<file path="src/rtl/vram_pkg.sv">
// Shared types for the VRAM arbiter: slot tags that travel down the grant pipeline.
package vram_pkg;
    localparam int AW_DEF = 13;

    typedef enum logic [1:0] {
        SLOT_IDLE   = 2'd0,
        SLOT_VID    = 2'd1,
        SLOT_CPU_RD = 2'd2,
        SLOT_CPU_WR = 2'd3
    } slot_t;

    function automatic logic is_cpu(input slot_t t);
        return (t == SLOT_CPU_RD) || (t == SLOT_CPU_WR);
    endfunction
endpackage

</file>
<file path="src/rtl/vram_slot_pipe.sv">
// Two-stage grant pipeline: stage 1 drives the RAM, stage 2 captures read data.
module vram_slot_pipe
    import vram_pkg::*;
#(
    parameter int AW = AW_DEF
) (
    input  logic          i_clk,
    input  logic          i_rst,
    input  slot_t         i_tag,
    input  logic [AW-1:0] i_addr,
    input  logic [7:0]    i_din,
    input  logic [7:0]    i_ram_q,
    output slot_t         o_tag1,
    output logic [AW-1:0] o_ram_addr,
    output logic          o_ram_wen,
    output logic [7:0]    o_ram_dout,
    output logic          o_vid_valid,
    output logic [7:0]    o_vid_data,
    output logic [7:0]    o_cpu_dout
);
    slot_t         r_tag1;
    logic [AW-1:0] r_addr;
    logic          r_wen;
    logic [7:0]    r_dout;
    logic          r_vid_valid;
    logic [7:0]    r_vid_data;
    logic [7:0]    r_cpu_dout;

    always_ff @(posedge i_clk or posedge i_rst) begin
        if (i_rst) begin
            r_tag1      <= SLOT_IDLE;
            r_addr      <= '0;
            r_wen       <= 1'b1;
            r_dout      <= 8'h00;
            r_vid_valid <= 1'b0;
            r_vid_data  <= 8'h00;
            r_cpu_dout  <= 8'h00;
        end else begin
            r_tag1 <= i_tag;
            // Address and write data hold through idle slots
            if (i_tag != SLOT_IDLE)
                r_addr <= i_addr;
            r_wen <= (i_tag != SLOT_CPU_WR);
            if (i_tag == SLOT_CPU_WR)
                r_dout <= i_din;
            r_vid_valid <= (r_tag1 == SLOT_VID);
            if (r_tag1 == SLOT_VID)
                r_vid_data <= i_ram_q;
            if (r_tag1 == SLOT_CPU_RD)
                r_cpu_dout <= i_ram_q;
        end
    end

    assign o_tag1      = r_tag1;
    assign o_ram_addr  = r_addr;
    assign o_ram_wen   = r_wen;
    assign o_ram_dout  = r_dout;
    assign o_vid_valid = r_vid_valid;
    assign o_vid_data  = r_vid_data;
    assign o_cpu_dout  = r_cpu_dout;
endmodule

</file>
<file path="src/rtl/vram_arbiter.sv">
// Shared VRAM arbiter: video fetch has priority, CPU is protected by a starvation
// guard, and the CPU acknowledge is held until the chip select is released.
module vram_arbiter
    import vram_pkg::*;
#(
    parameter int AW      = AW_DEF,
    parameter int MAX_VID = 3
) (
    input  logic          CLK12,
    input  logic          RESET,
    input  logic          CPU_CSn,
    input  logic          CPU_RWb,
    input  logic [AW-1:0] CPU_ADDR,
    input  logic [7:0]    CPU_DIN,
    output logic [7:0]    CPU_DOUT,
    output logic          CPU_DTACn,
    input  logic          VID_REQ,
    input  logic [AW-1:0] VID_ADDR,
    output logic          VID_ACK,
    output logic          VID_VALID,
    output logic [7:0]    VID_DATA,
    output logic [AW-1:0] RAM_ADDR,
    output logic          RAM_WEn,
    output logic [7:0]    RAM_DOUT,
    input  logic [7:0]    RAM_Q
);
    localparam logic [2:0] STARVE_MAX = 3'(MAX_VID);

    logic          r_served;
    logic [2:0]    r_starve;
    logic          r_dtacn;
    logic          w_cpu_pend;
    logic          w_cpu_win;
    logic          w_vid_win;
    slot_t         w_tag;
    slot_t         w_tag1;
    logic [AW-1:0] w_addr;

    assign w_cpu_pend = !CPU_CSn && !r_served;
    assign w_cpu_win  = w_cpu_pend && (!VID_REQ || (r_starve == STARVE_MAX));
    assign w_vid_win  = !w_cpu_win && VID_REQ;

    always_comb begin
        w_tag  = SLOT_IDLE;
        w_addr = VID_ADDR;
        if (w_cpu_win) begin
            w_tag  = CPU_RWb ? SLOT_CPU_RD : SLOT_CPU_WR;
            w_addr = CPU_ADDR;
        end else if (w_vid_win) begin
            w_tag = SLOT_VID;
        end
    end

    always_ff @(posedge CLK12 or posedge RESET) begin
        if (RESET) begin
            r_served <= 1'b0;
            r_starve <= 3'd0;
            r_dtacn  <= 1'b1;
        end else begin
            if (CPU_CSn)
                r_served <= 1'b0;
            else if (w_cpu_win)
                r_served <= 1'b1;

            if (!w_cpu_pend || w_cpu_win)
                r_starve <= 3'd0;
            else if (w_vid_win && (r_starve != STARVE_MAX))
                r_starve <= r_starve + 3'd1;

            // A CPU slot leaving stage 1 acknowledges only if CSn is still low
            if (CPU_CSn)
                r_dtacn <= 1'b1;
            else if (is_cpu(w_tag1))
                r_dtacn <= 1'b0;
        end
    end

    vram_slot_pipe #(.AW(AW)) u_pipe (
        .i_clk       (CLK12),
        .i_rst       (RESET),
        .i_tag       (w_tag),
        .i_addr      (w_addr),
        .i_din       (CPU_DIN),
        .i_ram_q     (RAM_Q),
        .o_tag1      (w_tag1),
        .o_ram_addr  (RAM_ADDR),
        .o_ram_wen   (RAM_WEn),
        .o_ram_dout  (RAM_DOUT),
        .o_vid_valid (VID_VALID),
        .o_vid_data  (VID_DATA),
        .o_cpu_dout  (CPU_DOUT)
    );

    assign VID_ACK   = w_vid_win && !RESET;
    assign CPU_DTACn = r_dtacn;
endmodule

</file>
<file path="config.mk">
export PLATFORM = sky130hd
export DESIGN_NAME = vram_arbiter
export DESIGN_NICKNAME = d
export VERILOG_FILES = /design/src/rtl/vram_pkg.sv /design/src/rtl/vram_slot_pipe.sv /design/src/rtl/vram_arbiter.sv
export SDC_FILE = /design/constraint.sdc
export NUM_CORES = 1
export LEC_CHECK = 0
export CORE_ASPECT_RATIO = 0.7
export CORE_MARGIN = 4
export CORE_UTILIZATION = 43
export CTS_BUF_LIST = sky130_fd_sc_hd__clkbuf_2 sky130_fd_sc_hd__clkbuf_4 sky130_fd_sc_hd__clkbuf_8
export DETAILED_ROUTE_END_ITERATION = 10
export PLACE_DENSITY = 0.8
export REMOVE_ABC_BUFFERS = 1
export SYNTH_ARGS = -nofsm -noshare
export SYNTH_HDL_FRONTEND = slang
export SYNTH_SLANG_ARGS = --single-unit
</file>
<file path="constraint.sdc">
create_clock -name CLK12 -period 2 [get_ports CLK12]
set_input_delay 0.4 -clock CLK12 [delete_from_list [all_inputs] [get_ports CLK12]]
set_output_delay 0.4 -clock CLK12 [all_outputs]
set_load 0.03 [all_outputs]
</file>
==> results <==
## metal layers
layer / up-vias / track usage / routed length [um]
li1: 716 / - / -
met1: 750 / 0.235 / 2280
met2: 64 / 0.297 / 2420
met3: 4 / 0.0686 / 437
met4: 0 / 0.0574 / 51
met5: - / 0 / 0
## cell usage in the layout (no fill, tap or decap), drive strengths merged
cell,n
dfrtp,44
and3,1
mux2,24
nand2,3
or4,1
o21a,13
a211o,13
inv,4
ha,2
nor2,4
dfstp,2
a21oi,1
a21o,1
nor2b,2
clkdlybuf4s50,86
buf,13
nand2b,1
o221a,13
bufinv,1
clkbuf,6
or3b,1
nor3,1
## what timing repair did
action / in CTS / in global routing
gates cloned: 0 / 0
pin swaps: 3 / 0
setup endpoints to repair: 1 / 14
gates resized for setup: 7 / 1
## power by group
part	internal [W]	leakage (nW)	switching (W)	total, W
Clock	0.000400	0.0573	0.000295	0.000695
Combinational	0.000455	0.725	0.000456	0.000911
Sequential	0.00106	0.541	0.0000778	0.00114
## worst max-delay path, delay by kind of cell, from the launching register on
family / cells / cell delay (ns)
DFF: 1 / 0.40
buffers and inverters: 1 / 0.13
adders and majority gates: 2 / 0.29
and+or+nand+nor: 3 / 0.51
## stage by stage
step,hold WS [ns],cells,utilization,total power (W),area [sq um]
after floorplan,0.408,131,-,0.00162,1940
after global placement,0.426,285,0.671,0.00205,2970
after detailed placement,0.424,285,0.671,0.00207,2970
after CTS,0.446,292,0.703,0.00278,3110
after global routing,0.511,292,0.705,0.00287,3120
final,0.487,292,0.705,0.00275,3120
## cell type report
class,instances,area share
inverter,4,0.00481
timing repair buffer,99,0.308
clock inverter,1,0.00962
sequential,46,0.370
clock buffer,6,0.0265
tap,55,0.0220
multi-input combinational,81,0.259
## state kept, by name, indices dropped and copies added, names as in the netlist
register,count
u_pipe.o_vid_data,8
u_pipe.o_ram_wen,1
u_pipe.o_cpu_dout,8
u_pipe.o_vid_valid,1
r_starve,3
CPU_DTACn,1
r_served,1
u_pipe.o_ram_dout,8
u_pipe.o_ram_addr,13
u_pipe.o_tag1,2
## how the worst max path moves through the flow
stage	cells after the start	to	slack, ns	startpoint
4_1_cts	6	VID_ACK	-0.05	r_starve[0]
2_1_floorplan	5	VID_ACK	-0.17	r_starve[0]
6_report	6	VID_ACK	-0.02	r_starve[0]
5_1_grt	6	VID_ACK	-0.1	r_starve[0]
3_3_place_gp	4	u_pipe.o_ram_addr[3]	-0.14	CPU_CSn
3_5_place_dp	4	u_pipe.o_ram_addr[8]	-0.20	CPU_CSn
## cells by family after synthesis
group,synth area share
AO/OA/AOI/OAI,0.184
adder cells (fa/ha/maj),0.0125
buffers and inverters,0.0405
flip-flops,0.574
multiplexers,0.149
AND/OR/NAND/NOR,0.0392
==> run_results.csv <==
group,metric,value,unit
outcome,violations,"setup timing",
synthesis,synth_area_leaders,"dfrtp_1 (55%), mux2_1 (9.0%), o221a_1 (7.3%)",
final_layout,fillerInstances,346,
sta,finalSetupViolCount,1,
synthesis,synth_top_area_frac,0.548,
synthesis,synth_top_flop_cell,"dfrtp_1",
job,drv_cap,0,
global_route,grt_max_degree,29,
global_route,grt_pass1_wl,8430,um
global_route,grt_pass1_vias,1651,
worst_setup_path,rrSetupSlack,0.23,ns
drt,vias,1534,
clock_tree,cts-buffers-inserted,5,
die,core_region_area,0.00443,sq mm
worst_setup_path,timing.rr.start,"r_served",
drt,dr.pass1.iters,4,
synthesis,syn_avg_cell_area,14.1,sq um
placement,dp_slack,-0.205,ns
sta,worstMarginPinSlew,1.03,ns
drt,drc,0,
outcome,status,"finished with violations",
final_layout,syn2layout_area_growth,55.4,%
pwr,p_leak,1.32,nW
placement,place_congestion,0.740,
drt,drt_wl_total,5190,um
worst_setup_path,critPathMaxStageDelay,0.40,ns
clock_tree,clk_latency,0.29,ns
worst_setup_path,cp_cell_sequence,"ha_4, ha_4, or3b_4, nand2_4, nor2_2, buf_6",
worst_setup_path,r2r_end,"u_pipe.o_ram_addr[8]",
drt,postRouteAntennaNets,0,
min_path,hold-path-endpoint,"r_starve[0]",
drt,wl_per_cell,17.8,um
drt,drtIter0Drc,47,
synthesis,syn_inst,143,
drt,avgViaCountPerCell,5.25,
final_layout,diodes,0,
min_path,hp-class,"reg -> reg",
sta,slew_violations,0,
die,die_h,65.2,um
worst_setup_path,cp_common_cell,"ha_4",
clock_tree,cts_root_buf,"clkbuf_8",
die,rows,20,
synthesis,synth_edf_count,0,
sta,slew_headroom,0.312,
sta,post-route-period-util,1.01,
die,die_x,89.7,um
sta,setup_slack,-0.0155,ns
synthesis,ys_seq_area_frac,0.574,
final_layout,multi_input_area,810,sq um
sta,rsz0062_at_grt,"yes",
min_path,hold-path-cell-count,1,
synthesis,async_flop_share,1.00,
worst_setup_path,critPathMaxFanout,2,
synthesis,yosysMostFrequentCell,"dfrtp_1",
sta,hold_viol_final,0,
placement,dp_hpwl,3920,um
pwr,powerDensity,881,mW/mm^2
synthesis,synth_area,0.00201,sq mm
worst_setup_path,crit_path_start_kind,"flop",
global_route,antenna_found_initial,0,
die,start_util,0.454,
final_layout,seq_area,0.00115,sq mm
worst_setup_path,reg2reg_depth,3,
sta,period_needed,2.02,ns
worst_setup_path,cp.required,1.60,ns
clock_tree,cts_tree,"yes",
synthesis,ys_ff_latch,46,
sta,tns,-0.0155,ns
pwr,ir_drop,0.350,mV
final_layout,final_nets,286,
clock_tree,path_clk_slew,0.08,ns
global_route,gr-total-overflow,0,
clock_tree,htreeDepth,2,
synthesis,yosys.area.top_type,"dfrtp_1",
worst_setup_path,worstPathArrival,1.62,ns
min_path,worstHoldStart,"r_starve[0]",
worst_setup_path,endpoint_kind,"output pin",
synthesis,synth_top_cells_by_count,"dfrtp_1 (44), mux2_1 (16), a211o_1 (13), o21a_1 (13), o221a_1 (13)",
clock_tree,clockBufferDepth,2,
final_layout,drive_above_1_share,0.156,
synthesis,yosys.cell_types.count,25,
clock_tree,clock_sinks,46,
synthesis,yosysWarnings,0,
worst_setup_path,critPathKind,"reg -> out",
die,io_pins,88,
clock_tree,cts_setup_buffers,0,
die,die_area,0.00585,sq mm
clock_tree,postCtsHoldBufs,0,
global_route,grt_usage,0.185,
sta,fmax,496,MHz
placement,port_buffers,87,
worst_setup_path,critPathSlowestCell,"dfrtp_1",
sta,skew,0.00534,ns
(Power assumes the default switching activity.)
==> RTL change 1: new RTL, config.mk and constraints unchanged <==
Set the package constant `AW_DEF` to 12 (it was 13).
--- a/src/rtl/vram_pkg.sv
+++ b/src/rtl/vram_pkg.sv
@@ -1,6 +1,6 @@
 // Shared types for the VRAM arbiter: slot tags that travel down the grant pipeline.
 package vram_pkg;
-    localparam int AW_DEF = 13;
+    localparam int AW_DEF = 12;
 
     typedef enum logic [1:0] {
         SLOT_IDLE   = 2'd0,
Ports: changed (resized CPU_ADDR, RAM_ADDR and VID_ADDR); port bits go from 88 to 85. No check against the original RTL was run, so the function may have changed too.
==> RTL change 1 against the original RTL <==
Area after synthesis down 2.8%. Total power down 3.8%. Critical path depth did not move. Setup slack improved by 17 ps. Register-to-register slack better by 60 ps. Fmax rose by 0.84%. Final area fell by 2.2%. Wire length is 7.8% lower. Sequential share of layout area about the same. Synthesized cell count down 3.5%. Sequential cell count decreased by 1. Largest cell class unchanged.
==> RTL change 1: results (changes against the original RTL) <==
| Metric | Value |
|---|---|
| First-pass GRT wire length | 7638 µm (-9.4%) |
| Seq/total area | 36.98% (about the same) |
| Routed WL per cell | 16.68 µm (-6.2%) |
| Fill cells | 310 (-10%) |
| Worst min path class | input port to asynchronous set/reset pin |
| Synth cell count leaders | 43 x dfrtp_1, 16 x mux2_2, 12 x a211o_1, 12 x o21a_1, 10 x o221a_1 |
| R2R depth | 5 (+2) |
| Drt pass-1 iters | 4 (unchanged) |
| Non-clk invs | 4 (unchanged) |
| Register area share after synthesis | 57.78% (+0.37 points) |
| DRT iter0 DRCs | 40 (-15%) |
| Multi-Input Combinational | 78 (-3.7%) |
| HPWL Detailed | 3625 µm (-7.5%) |
| Setup Skew | 3.538 ps (-1.798 ps) |
| Total GRT Usage | 17.49% (-0.98 points) |
| Sw Share | 31.00% (+0.83 points) |
| Asr flop ratio synth | 100.0% (unchanged) |
| Setup slack, reg-to-reg | 290 ps (+60 ps) |
| Met3 routed wirelength | 481 µm (+10%) |
| Outcome | finished clean |
| Final ANT Viol Nets | 0 (unchanged) |
| Pin count of the biggest net entering global routing | 34 (+17%) |
| Clock sinks | 45 (-2.2%) |
| Worst-case vdd ir drop | 0.0004944 V (+41%) |
| Clock buffers | 7 (+1) |
| Met2 wire length | 2146 µm (-11%) |
| Vias in the first global route | 1585 (-4.0%) |
| Non-clk buf share | 31.20% (+0.38 points) |
| Sequential share of power | 42.4% (+0.8 points) |
| Share of cells above drive strength 1 | 24.57% (+9.0 points) |
| End of the worst register-to-register path | u_pipe.o_ram_dout[5] |
| Worst EP arrival | 1600 ps (-20 ps) |
| PnR Total Power | 0.002645 W (-3.8%) |
| Final clock-cell share | 3.321% (-0.29 points) |
| Pleak | 1.298 nW (-1.9%) |
| Post-synth cell types | 26 (+4.0%) |
| Worst-margin pin slew | 409.2 ps (-619.7 ps) |
| R2R Path Start | r_starve[0] |
| Synth top area cells | dfrtp_1 55%, mux2_2 9.2%, mux2_4 6.1% |
| Post-route met1 wirelength | 2051 µm (-10%) |
| Number of flip-flops in the largest register | 12 (-1) |
| Multi-input gate area | 785.8 µm² (-2.9%) |
| Placement Cell Area | 2894 µm² (-2.6%) |
| Repair and plain buffers | 97 (-2.0%) |
| Clock-pin slew on the worst setup and hold paths | 80 ps (about the same) |
| Port Buf Inserts | 84 (-3.4%) |
| Vias | 1508 (-1.7%) |
| Power Dens Cells | 866.6 nW/µm² (-1.6%) |
| Gpl congestion | 0.8005 (+8.2%) |
| Final-stage net count | 278 (-2.8%) |
| Combinational share of power | 34.6% (+1.4 points) |
-- RTL change 1: timing repair --
item,CTS,global route
gates resized for setup,7,2
setup buffers,1,1
setup endpoints to repair,1,1
pin swaps,4,0
-- RTL change 1: how the worst max path moves through the flow --
stage | startpoint | end | slack (ps)
finish | r_starve[0] | VID_ACK | 1
global route | r_starve[0] | VID_ACK | -70
CTS | r_starve[0] | VID_ACK | -30
detailed placement | CPU_CSn | u_pipe.o_ram_dout[5] | -20
global placement | CPU_CSn | u_pipe.o_ram_dout[3] | 30
floorplan | r_starve[0] | VID_ACK | -230
-- RTL change 1: cell families after synthesis --
| logic type | Yosys count | share of synthesized area (%) |
|---|---|---|
| and+or+nand+nor | 13 | 3.716 |
| muxes | 24 | 15.37 |
| buffers and inverters | 15 | 3.907 |
| AOI/OAI and AO/OA | 39 | 17.94 |
| DFF | 45 | 57.78 |
| adders and majority gates | 2 | 1.281 |
-- RTL change 1: layer usage --
layer | vias up | GRT usage [%]
met4 | 0 | 6.038
met1 | 726 | 21.63
li1 | 699 | -
met5 | - | 0
met3 | 13 | 7.345
met2 | 70 | 27.43
-- RTL change 1: metrics by stage --
step | hold slack (ps) | std cells | setup WS [ps] | setup TNS, ps | utilization, %
final | 433.8 | 287 | 1.328 | 0 | 70.09
after global routing | 459.3 | 287 | -66.24 | -66.24 | 70.09
after CTS | 441.0 | 286 | -27.83 | -27.83 | 69.57
after detailed placement | 433.8 | 277 | -21.95 | -93.15 | 66.47
after global placement | 419.5 | 277 | 27.65 | 0 | 66.47
after floorplan | 408.4 | 127 | -229.6 | -229.6 | -
-- RTL change 1: critical path: stages, from the launching register on --
cell     delay (ps)
dfrtp_1         390
ha_4            150
ha_4            130
or3b_4          390
nand2_4          70
nor2_2           40
buf_6           130
==> RTL change 2: new RTL, same flow settings <==
Without the edit above. Encoding of `slot_t`: now one-hot (4 bits for 4 values).
--- a/src/rtl/vram_pkg.sv
+++ b/src/rtl/vram_pkg.sv
@@ -2,11 +2,11 @@
 package vram_pkg;
     localparam int AW_DEF = 13;
 
-    typedef enum logic [1:0] {
-        SLOT_IDLE   = 2'd0,
-        SLOT_VID    = 2'd1,
-        SLOT_CPU_RD = 2'd2,
-        SLOT_CPU_WR = 2'd3
+    typedef enum logic [3:0] {
+        SLOT_IDLE   = 4'b0001,
+        SLOT_VID    = 4'b0010,
+        SLOT_CPU_RD = 4'b0100,
+        SLOT_CPU_WR = 4'b1000
     } slot_t;
 
     function automatic logic is_cpu(input slot_t t);
Formal check against the unedited RTL: no difference found for any inputs over 10 cycles, from zero or initial values and one cycle with RESET high; not proved beyond that.
==> RTL change 2 against the original RTL <==
The run still ends with negative setup slack left. Total power grew 5.9%. Sequential cell count is 2 higher. Setup slack better by 11 ps. Sequential power increased by 7%. Critical path depth is the same. Global-route usage is 1.2 points higher. Register-to-register slack better by 60 ps. Largest cell class unchanged. Final area decreased by 0.80%. Wire length down 0.17%. Final cell count rose by 2.1%. Area after synthesis down 2.2%. Critical path type unchanged. Die area down 2.0%.
==> RTL change 2: results (changes against the original RTL) <==
| Metric | Value |
|---|---|
| Outcome | finished, violations left |
| Violated checks | negative setup slack |
| Vias in the first global route | 1719 (+4.1%) |
| Vias | 1555 (+1.4%) |
| Post-synth cell types | 23 (-8.0%) |
| Met3 Use GR | 6.353% (-0.51 points) |
| Post-route met1 wirelength | 2231 µm (-2.3%) |
| HPWL Detailed | 3954 µm (+0.85%) |
| R2R Path Start | r_starve[0] |
| Gpl congestion | 0.7508 (+1.4%) |
| Setup Skew | 7.313 ps (+1.976 ps) |
| Routed WL per cell | 17.38 µm (-2.2%) |
| Worst setup margin | -4.651 ps (+10.87 ps) |
| End of the worst register-to-register path | u_pipe.o_ram_dout[4] |
| Share of cells above drive strength 1 | 23.87% (+8.3 points) |
| Worst-case vdd ir drop | 0.0006210 V (+77%) |
| GR Util met1 | 26.33% (+2.8 points) |
| Sw Share | 31.91% (+1.7 points) |
| Endpoints failing setup | 1 (unchanged) |
| DRT iter0 DRCs | 64 (+36%) |
| R2R depth | 7 (+4) |
| Register area share after synthesis | 61.34% (+3.9 points) |
| Total wire length | 5180 µm (-0.17%) |
| Synth cell count leaders | 45 x dfrtp_1, 24 x mux2_2, 14 x nand2_1 |
| Pleak | 1.312 nW (-0.82%) |
| Synthesized area per cell | 13.83 µm² (-1.6%) |
| Hold slack | 450.3 ps (-36.79 ps) |
| Total GRT Usage | 19.71% (+1.2 points) |
| Rel. slew slack | 34.77% (+3.6 points) |
| Synth top area cells | dfrtp_1 57%, mux2_2 14%, a221o_1 6.6% |
## RTL change 2: cell count changes after synthesis, sizes merged, moves of 3 or more
cell / unedited run / this run
o21a: 13 / 0
o221a: 13 / 0
nand2: 3 / 14
a221o: 0 / 13
a21oi: 1 / 13
clkbuf: 6 / 3
buf: 6 / 3
a211o: 13 / 0
## RTL change 2: final cells by class
cell class                      count  area [µm²]  share of cell area (%)
Sequential cell                    48        1205                   38.91
Timing Repair Buffer               99       958.4                   30.95
Multi-Input combinational cell     85       742.0                   23.96
Clock buffer                        5       68.82                   2.222
Tap cell                           55       68.82                   2.222
Clock inverter                      3       42.54                   1.374
Inverter                            3       11.26                  0.3636
## RTL change 2: what timing repair did
item,CTS,global route
setup endpoints to repair,1,1
gates resized for setup,5,0
pin swaps,3,1
buffers inserted,1,0
## RTL change 2: logic make-up after synthesis
group | after synthesis | synth area share [%]
DFF | 48 | 61.34
and+or+nand+nor | 31 | 10.64
AOI/OAI and AO/OA | 27 | 10.32
muxes | 24 | 13.76
buffers and inverters | 9 | 2.229
adders and majority gates | 2 | 1.274
xor gates and xnor gates | 1 | 0.4459
## RTL change 2: how the worst max path moves through the flow
stage                      from                   end
detailed placement      CPU_CSn  u_pipe.o_ram_addr[0]
global placement        VID_REQ  u_pipe.o_ram_addr[7]
floorplan           r_starve[0]               VID_ACK
CTS                 r_starve[0]               VID_ACK
global route        r_starve[0]               VID_ACK
finish              r_starve[0]               VID_ACK
## RTL change 2: worst max-delay path, stage by stage, from the launching register on
cell and delay, ps:
dfrtp_1 400, ha_2 190, ha_4 170, nor2b_4 150, nor3_4 60, nor3b_2 170
buf_4 180
